--- config.mk ---
export PLATFORM = sky130hd
export DESIGN_NAME = stamp_load_sched
export DESIGN_NICKNAME = d
export VERILOG_FILES = /design/src/rtl/stamp_load_sched.sv
export SDC_FILE = /design/constraint.sdc
export NUM_CORES = 1
export LEC_CHECK = 0
export ABC_AREA = 1
export ABC_CLOCK_PERIOD_IN_PS = 2300
export CORE_ASPECT_RATIO = 0.7
export CORE_MARGIN = 3
export CORE_UTILIZATION = 23
export CTS_CLUSTER_SIZE = 30
export DETAILED_ROUTE_END_ITERATION = 6
export GPL_TIMING_DRIVEN = 0
export PLACE_DENSITY = 0.46
export SLEW_MARGIN = 40
export SYNTH_ARGS = -nofsm -noshare
export SYNTH_HDL_FRONTEND = slang
export SYNTH_SLANG_ARGS = --single-unit
--- constraint.sdc ---
create_clock -name axi_aclk -period 2.3 [get_ports axi_aclk]
set_input_delay 0.46 -clock axi_aclk [delete_from_list [all_inputs] [get_ports axi_aclk]]
set_output_delay 0.46 -clock axi_aclk [all_outputs]
set_load 0.01 [all_outputs]
--- src/rtl/stamp_load_sched.sv ---
// Sequences set/zero time loads into the stamp counter, immediately or on the next PPS falling edge.
// Optional ARMED-wait timeout: define STAMP_LOAD_SCHED_PPS_TIMEOUT_EN.
module stamp_load_sched #(
  parameter int                         TIMESTAMP_WIDTH = 64,
  parameter logic [TIMESTAMP_WIDTH-1:0] LOAD_COMP       = '0,
  parameter logic [31:0]                TIMEOUT_CYCLES  = 32'd234375000
) (
  input  logic                       axi_aclk,
  input  logic                       reset,
  input  logic                       cmd_set,
  input  logic                       cmd_zero,
  input  logic                       cmd_align,
  input  logic                       cmd_cancel,
  input  logic [TIMESTAMP_WIDTH-1:0] cmd_time,
  input  logic                       pps_rx,
  output logic [1:0]                 restart_time,
  output logic [TIMESTAMP_WIDTH-1:0] ntp_timestamp,
  output logic                       busy,
  output logic                       done,
  output logic                       cmd_drop,
  output logic                       timeout,
  output logic [15:0]                load_count
);

  typedef enum logic [1:0] {IDLE, ARMED, LOAD, HOLD} state_t;

  state_t state;
  logic   pps_d1, pps_d2, pps_d3;
  logic   op_zero;
  logic   cmd_req;
  logic   pps_edge;
  logic   wait_expired;

  assign cmd_req  = cmd_set | cmd_zero;
  // Falling edge: the same PPS reference point the counter's drift correction uses.
  assign pps_edge = pps_d3 & ~pps_d2;

`ifdef STAMP_LOAD_SCHED_PPS_TIMEOUT_EN
  logic [31:0] wait_cnt;
  logic        timeout_q;

  assign wait_expired = (wait_cnt == TIMEOUT_CYCLES - 32'd1);
  assign timeout      = timeout_q;

  always_ff @(posedge axi_aclk) begin
    if (reset) begin
      wait_cnt  <= '0;
      timeout_q <= 1'b0;
    end else if (state == IDLE) begin
      wait_cnt <= '0;
      if (cmd_req) timeout_q <= 1'b0;
    end else if (state == ARMED) begin
      wait_cnt <= wait_cnt + 32'd1;
      if (!cmd_cancel && !pps_edge && wait_expired) timeout_q <= 1'b1;
    end
  end
`else
  logic unused_timeout_cfg;
  assign unused_timeout_cfg = ^TIMEOUT_CYCLES;
  assign wait_expired       = 1'b0;
  assign timeout            = 1'b0;
`endif

  always_ff @(posedge axi_aclk) begin
    if (reset) begin
      state         <= IDLE;
      pps_d1        <= 1'b0;
      pps_d2        <= 1'b0;
      pps_d3        <= 1'b0;
      op_zero       <= 1'b0;
      restart_time  <= 2'b00;
      ntp_timestamp <= '0;
      busy          <= 1'b0;
      done          <= 1'b0;
      cmd_drop      <= 1'b0;
      load_count    <= '0;
    end else begin
      pps_d1       <= pps_rx;
      pps_d2       <= pps_d1;
      pps_d3       <= pps_d2;
      restart_time <= 2'b00;
      done         <= 1'b0;
      cmd_drop     <= cmd_req && (state != IDLE);
      // restart_time/load_count are set on the edge entering LOAD so the pulse is visible during LOAD
      case (state)
        IDLE: if (cmd_req) begin
          op_zero <= cmd_zero;
          if (!cmd_zero) ntp_timestamp <= cmd_time + LOAD_COMP;
          busy <= 1'b1;
          if (cmd_align) begin
            state <= ARMED;
          end else begin
            state        <= LOAD;
            restart_time <= cmd_zero ? 2'b10 : 2'b01;
            load_count   <= load_count + 16'd1;
          end
        end
        ARMED: begin
          if (cmd_cancel) begin
            state <= IDLE;
            busy  <= 1'b0;
          end else if (pps_edge) begin
            state        <= LOAD;
            restart_time <= op_zero ? 2'b10 : 2'b01;
            load_count   <= load_count + 16'd1;
          end else if (wait_expired) begin
            state <= IDLE;
            busy  <= 1'b0;
          end
        end
        LOAD: begin
          state <= HOLD;
          done  <= 1'b1;
        end
        HOLD: begin
          state <= IDLE;
          busy  <= 1'b0;
        end
        default: state <= IDLE;
      endcase
    end
  end

endmodule
==> results of run 1 <==
registers in the layout, summed over array words and instances (netlist names):
register	count
busy	1
cmd_drop	1
pps_d1	1
op_zero	1
restart_time	2
ntp_timestamp	64
done	1
pps_d3	1
load_count	16
pps_d2	1
state	2
final cells by class:
type,count,area (sq um)
Sequential cell,91,1820
Tap cell,195,244
Fill cell,1540,9160
Timing Repair Buffer,154,1540
Multi-Input combinational cell,336,1460
Inverter,26,97.6
Buffer,26,136
Clock buffer,10,239
Clock inverter,6,111
kinds of logic after synthesis:
group / count (synthesis) / share of synthesized area, %
and+or+nand+nor: 240 / 27.1
DFF: 91 / 51.8
AOI/OAI and AO/OA: 90 / 13.0
buffers and inverters: 52 / 6.65
xor gates and xnor gates: 4 / 0.996
adders and majority gates: 1 / 0.356
other: 1 / 0.107
placed cells by master, fill, tap and decap left out, types with 2 or more instances in the layout:
master	instances
o21ai_0	20
buf_4	9
a21oi_1	17
dfxtp_1	91
buf_2	3
inv_2	2
clkdlybuf4s50_1	154
nor2_1	168
bufinv_16	3
inv_1	24
nor3_1	3
o21ai_1	51
clkbuf_1	12
nand3_1	19
clkbuf_16	9
nand2_1	46
xor2_1	3
through the flow:
stage	setup WS [ps]	hold WS (ps)	area (sq um)	power, mW
after floorplan	868	388	3520	2.22
after global placement	213	401	5300	2.71
after detailed placement	214	400	5300	2.73
after CTS	437	415	5650	4.50
after global routing	360	424	5650	4.65
final	460	415	5650	4.42
report_power, final:
part / switching, mW / total (mW) / leakage (nW) / internal [mW]
registers: 0.0871 / 1.80 / 0.745 / 1.72
logic: 0.435 / 0.885 / 1.40 / 0.449
clock network: 0.639 / 1.73 / 0.169 / 1.09
total: 1.16 / 4.42 / 2.32 / 3.26
metal layers:
metal  track usage, %  up-vias  part of all wire (%)
li1                 -     1856                     -
met1             18.5     1608                    49
met2             19.9      121                    41
met3             5.74       13                   8.4
met4             4.16        0                   1.6
met5                0        -                     0
worst max path at each step:
| stage | from | end | slack (ps) | depth (start not counted) |
|---|---|---|---|---|
| after floorplan | load_count[1] | load_count[14] | 870 | 8 |
| after global placement | cmd_zero | load_count[11] | 210 | 7 |
| after detailed placement | cmd_zero | load_count[11] | 210 | 7 |
| after CTS | load_count[4] | load_count[4] | 440 | 1 |
| after global routing | load_count[0] | load_count[14] | 360 | 8 |
| final | load_count[4] | load_count[4] | 460 | 1 |
==> flow_summary.yaml, run 1 <==
setup_path:
  path_max_fanout: 6
  regToRegStartpoint: "load_count[1]"
  r2r-end: "load_count[14]"
  reg2regPathDepth: 8
  critical-path-max-stage-delay_ps: 580
  crit_buf_inv: 1
  worstPathArrival_ps: 1380
  worstSetupPathType: "reg -> out"
  path_delay_family: "buffers and inverters"
  cp.required_ps: 1840
  reg2reg_slack_ps: 570
  crit_slowest_cell: "clkdlybuf4s50_1"
  endpoint_kind: "primary output"
  cp-start-kind: "flip-flop"
  path_cells: "clkdlybuf4s50_1"
min_path:
  min_from: "pps_d1"
  worstHoldPathType: "reg -> reg"
  hold_depth: 2
  hold_end: "pps_d2"
sta:
  finalCriticalPeriod_ps: 1840
  setup_violations: 0
  fin_worst_skew_ps: 6.03
  slew_violations: 0
  fin_crit_sh_pct: 80.0
  setup-tns-final_ps: 0
  fmax_ghz: 0.544
  relSlewSlack_pct: 64.2
  rsz0062_at_grt: "no"
  tightest_slew_ps: 537
  timing.final.hold_violations: 0
cells_and_area:
  drive_gt1_share_pct: 5.24
  nets: 716
  finish.utilization_pct: 38.2
  area_delta_synth_final_pct: 60.7
  final_cells: 844
  n_antenna_cell: 0
synthesis:
  syn_nets: 551
  yosys.area.top_type: "dfxtp_1"
  ys.flop_type: "dfxtp_1"
  avgSynthCellArea_sq_um: 7.35
  ys_top_cells_by_area: "dfxtp_1, nor2_1, o21ai_1"
  synth_commonest_cells: "nor2_1, dfxtp_1, o21ai_1"
  synth_warnings: 0
  syn-cell-area_sq_mm: 0.00352
  synthArstFlopShare_pct: 0
  yosysTopAreaCellShare_pct: 51.8
  synth-seq-area-share_pct: 51.8
  synthDistinctLibCells: 25
  yosysMostFrequentCell: "nor2_1"
  synth-edff-count: 0
  synthCells: 479
  ys_ff_latch: 91
floorplan:
  die_y_microns: 109
  die-area_sq_mm: 0.0168
  num_rows: 37
  coreArea_sq_mm: 0.0148
  ios: 157
  die_x_microns: 154
  floorplan.initialDensity_pct: 23.7
cts:
  cts_tree: "done"
  path_clk_slew_ps: 70
  clock_path_buffers: 2
  cts_setup_buffers: 0
  numCtsBuffers: 9
  clkSinkCount: 91
  cts_hold_buffers: 0
  htreeDepth: 3
  clock_latency_ps: 340
  root_buffer: "clkbuf_16"
  cts_resized: 0
place:
  hpwlAfterDp_microns: 8590
  io_buffers: 154
  gp_congestion: 0.864
  dp_cells: 828
detailed_routing:
  drc: 0
  first_pass_iters: 4
  via_per_inst: 4.26
  wl_per_cell_microns: 13.9
  wl_microns: 11700
  drt_iter0_markers: 158
  vias: 3598
  antenna_left: 0
power_and_ir_drop:
  peakVddDrop_mv: 0.352
  leakage_nw: 2.32
  pwr_density_cell_mw_per_mm2: 782
global_routing:
  antenna_found_initial: 0
  grt_max_degree: 16
  grt_pass1_wl_microns: 18400
  grt_overflow: 0
  grt_pass1_vias: 3441
  grt_use_total_pct: 13.7
outcome:
  status: "finished, final reports clean"
run:
  maxCapViolCount: 0
Power figures use the tool's default switching activity.
==> run 2: changes to the inputs <==
--- a/config.mk
+++ b/config.mk
@@ -6,7 +6,7 @@
 export NUM_CORES = 1
 export LEC_CHECK = 0
 export ABC_AREA = 1
-export ABC_CLOCK_PERIOD_IN_PS = 2300
+export ABC_CLOCK_PERIOD_IN_PS = 1800
 export CORE_ASPECT_RATIO = 0.7
 export CORE_MARGIN = 3
 export CORE_UTILIZATION = 23
==> constraint.sdc (replaced) <==
create_clock -name axi_aclk -period 1.8 [get_ports axi_aclk]
set_input_delay 0.36 -clock axi_aclk [delete_from_list [all_inputs] [get_ports axi_aclk]]
set_output_delay 0.36 -clock axi_aclk [all_outputs]
set_load 0.01 [all_outputs]
==> flow_summary.yaml, run 2 (synthesis gave the netlist of run 1 again) <==
detailed_routing:
  wl_per_cell_microns: 13.9
  vias: 3605
  drt_iter0_markers: 160
  wl_microns: 11700
  antenna_left: 0
  drc: 0
  via_per_inst: 4.27
  first_pass_iters: 4
place:
  dpl_cell_area_sq_mm: 0.00530
  hpwlAfterDp_microns: 8590
  gp_congestion: 0.864
  dp_cells: 828
  io_buffers: 154
  place_ws_ps: -186
cells_and_area:
  area_delta_synth_final_pct: 60.9
  drive_gt1_share_pct: 5.86
  nets: 716
  n_antenna_cell: 0
  final_common_cell: "nor2_1"
  final_cells: 844
  fillers: 1537
  layout_common_cells: "nor2_1, clkdlybuf4s50_1, dfxtp_1"
  largest_reg_flops: 64
  reg.largest.list: "ntp_timestamp: 64 flops, load_count: 16 flops"
  top_register: "ntp_timestamp"
  fin_area_sq_mm: 0.00566
setup_path:
  reg2regPathDepth: 8
  worstPathArrival_ps: 1390
  endpoint_kind: "primary output"
  reg2reg_slack_ps: 200
  r2r-end: "load_count[14]"
  path_max_fanout: 6
  regToRegStartpoint: "load_count[0]"
  cp-start-kind: "flip-flop"
  critPathCapture: "load_count[4]"
  critical_path_depth: 1
  crit_buf_inv: 1
  path_delay_family: "buffers and inverters"
  path_cells: "clkdlybuf4s50_1"
  crit_start: "load_count[4]"
  crit_slowest_cell: "clkdlybuf4s50_1"
  critical-path-max-stage-delay_ps: 590
  cp.required_ps: 1440
  worstSetupPathType: "reg -> out"
sta:
  finalCriticalPeriod_ps: 1750
  setup_slack_ps: 49.6
  timing.final.hold_violations: 0
  tightest_slew_ps: 543
  slew_violations: 0
  setup_violations: 0
  relSlewSlack_pct: 63.8
  fin_worst_skew_ps: 7.63
  fin_crit_sh_pct: 97.2
  fmax_ghz: 0.571
  rsz0062_at_grt: "no"
  setup-tns-final_ps: 0
power_and_ir_drop:
  p_int_mw: 4.17
  peakVddDrop_mv: 0.449
  pwr_density_cell_mw_per_mm2: 999
  power_frac_clock_pct: 39.2
  combPwrFrac_pct: 20.1
  power_frac_seq_pct: 40.8
  leakage_nw: 2.32
  switching_share_pct: 26.3
  power.switching_mw: 1.49
cts:
  root_buffer: "clkbuf_16"
  cts_resized: 0
  clkSinkCount: 91
  clock_latency_ps: 340
  numCtsBuffers: 9
  cts_tree: "done"
  cts_setup_buffers: 0
  htreeDepth: 3
  cts_hold_buffers: 0
  clock_path_buffers: 2
  path_clk_slew_ps: 70
global_routing:
  grt_max_degree: 16
  antenna_found_initial: 0
  grt_overflow: 0
  grt_pass1_wl_microns: 18400
  grt_pass1_vias: 3441
  grt_use_total_pct: 13.7
floorplan:
  die_x_microns: 154
  ios: 157
  die_y_microns: 109
  floorplan.initialDensity_pct: 23.7
  coreArea_sq_mm: 0.0148
  die-area_sq_mm: 0.0168
  num_rows: 37
run:
  maxCapViolCount: 0
min_path:
  worstHoldPathType: "reg -> reg"
  min_from: "pps_d1"
outcome:
  status: "finished, final reports clean"
[run 2: final cells by class]
| type | instances | area [sq um] | share of cell area [%] |
|---|---|---|---|
| Clock buffer | 10 | 239 | 4.22 |
| Sequential cell | 91 | 1820 | 32.2 |
| Inverter | 26 | 97.6 | 1.72 |
| Clock inverter | 6 | 111 | 1.97 |
| Timing Repair Buffer | 154 | 1540 | 27.2 |
| Multi-Input combinational cell | 336 | 1470 | 25.9 |
| Tap cell | 195 | 244 | 4.31 |
| Buffer | 26 | 136 | 2.41 |
[run 2: per-layer routing]
layer	global-route usage (%)	up-vias	part of all wire, %
met3	5.74	13	8.7
li1	-	1857	-
met1	18.5	1615	49
met2	19.9	120	41
met5	0	-	0
met4	4.16	0	1.6
[run 2: worst min path at each step]
| stage | to | cells past startpoint |
|---|---|---|
| after floorplan | pps_d2 | 2 |
| after global placement | pps_d2 | 2 |
| after detailed placement | pps_d2 | 2 |
| after CTS | pps_d2 | 2 |
| after global routing | pps_d2 | 2 |
| final | pps_d2 | 2 |
[run 2: power by group through the flow]
stage               Combinational, mW  Clock [mW]  Sequential, mW
floorplan                       0.429           0            2.41
global route                     1.25        2.37            2.33
global placement                 1.13           0            2.34
finish                           1.13        2.22            2.31
CTS                              1.15        2.30            2.31
detailed placement               1.14           0            2.35
[run 2: stage by stage]
step	utilization, %	hold slack [ps]	total power, mW
4_1_cts	38.2	415	5.75
3_3_place_gp	35.8	401	3.47
2_1_floorplan	-	388	2.84
3_5_place_dp	35.8	400	3.48
5_1_grt	38.2	424	5.94
6_report	38.2	415	5.66
[run 2: worst register-to-register path: cells and delay by family, from the launching register on]
family                   cells  cell delay, ps
adder cells (fa/ha/maj)      1             240
AND/OR/NAND/NOR              7             840
flip-flops                   1             410
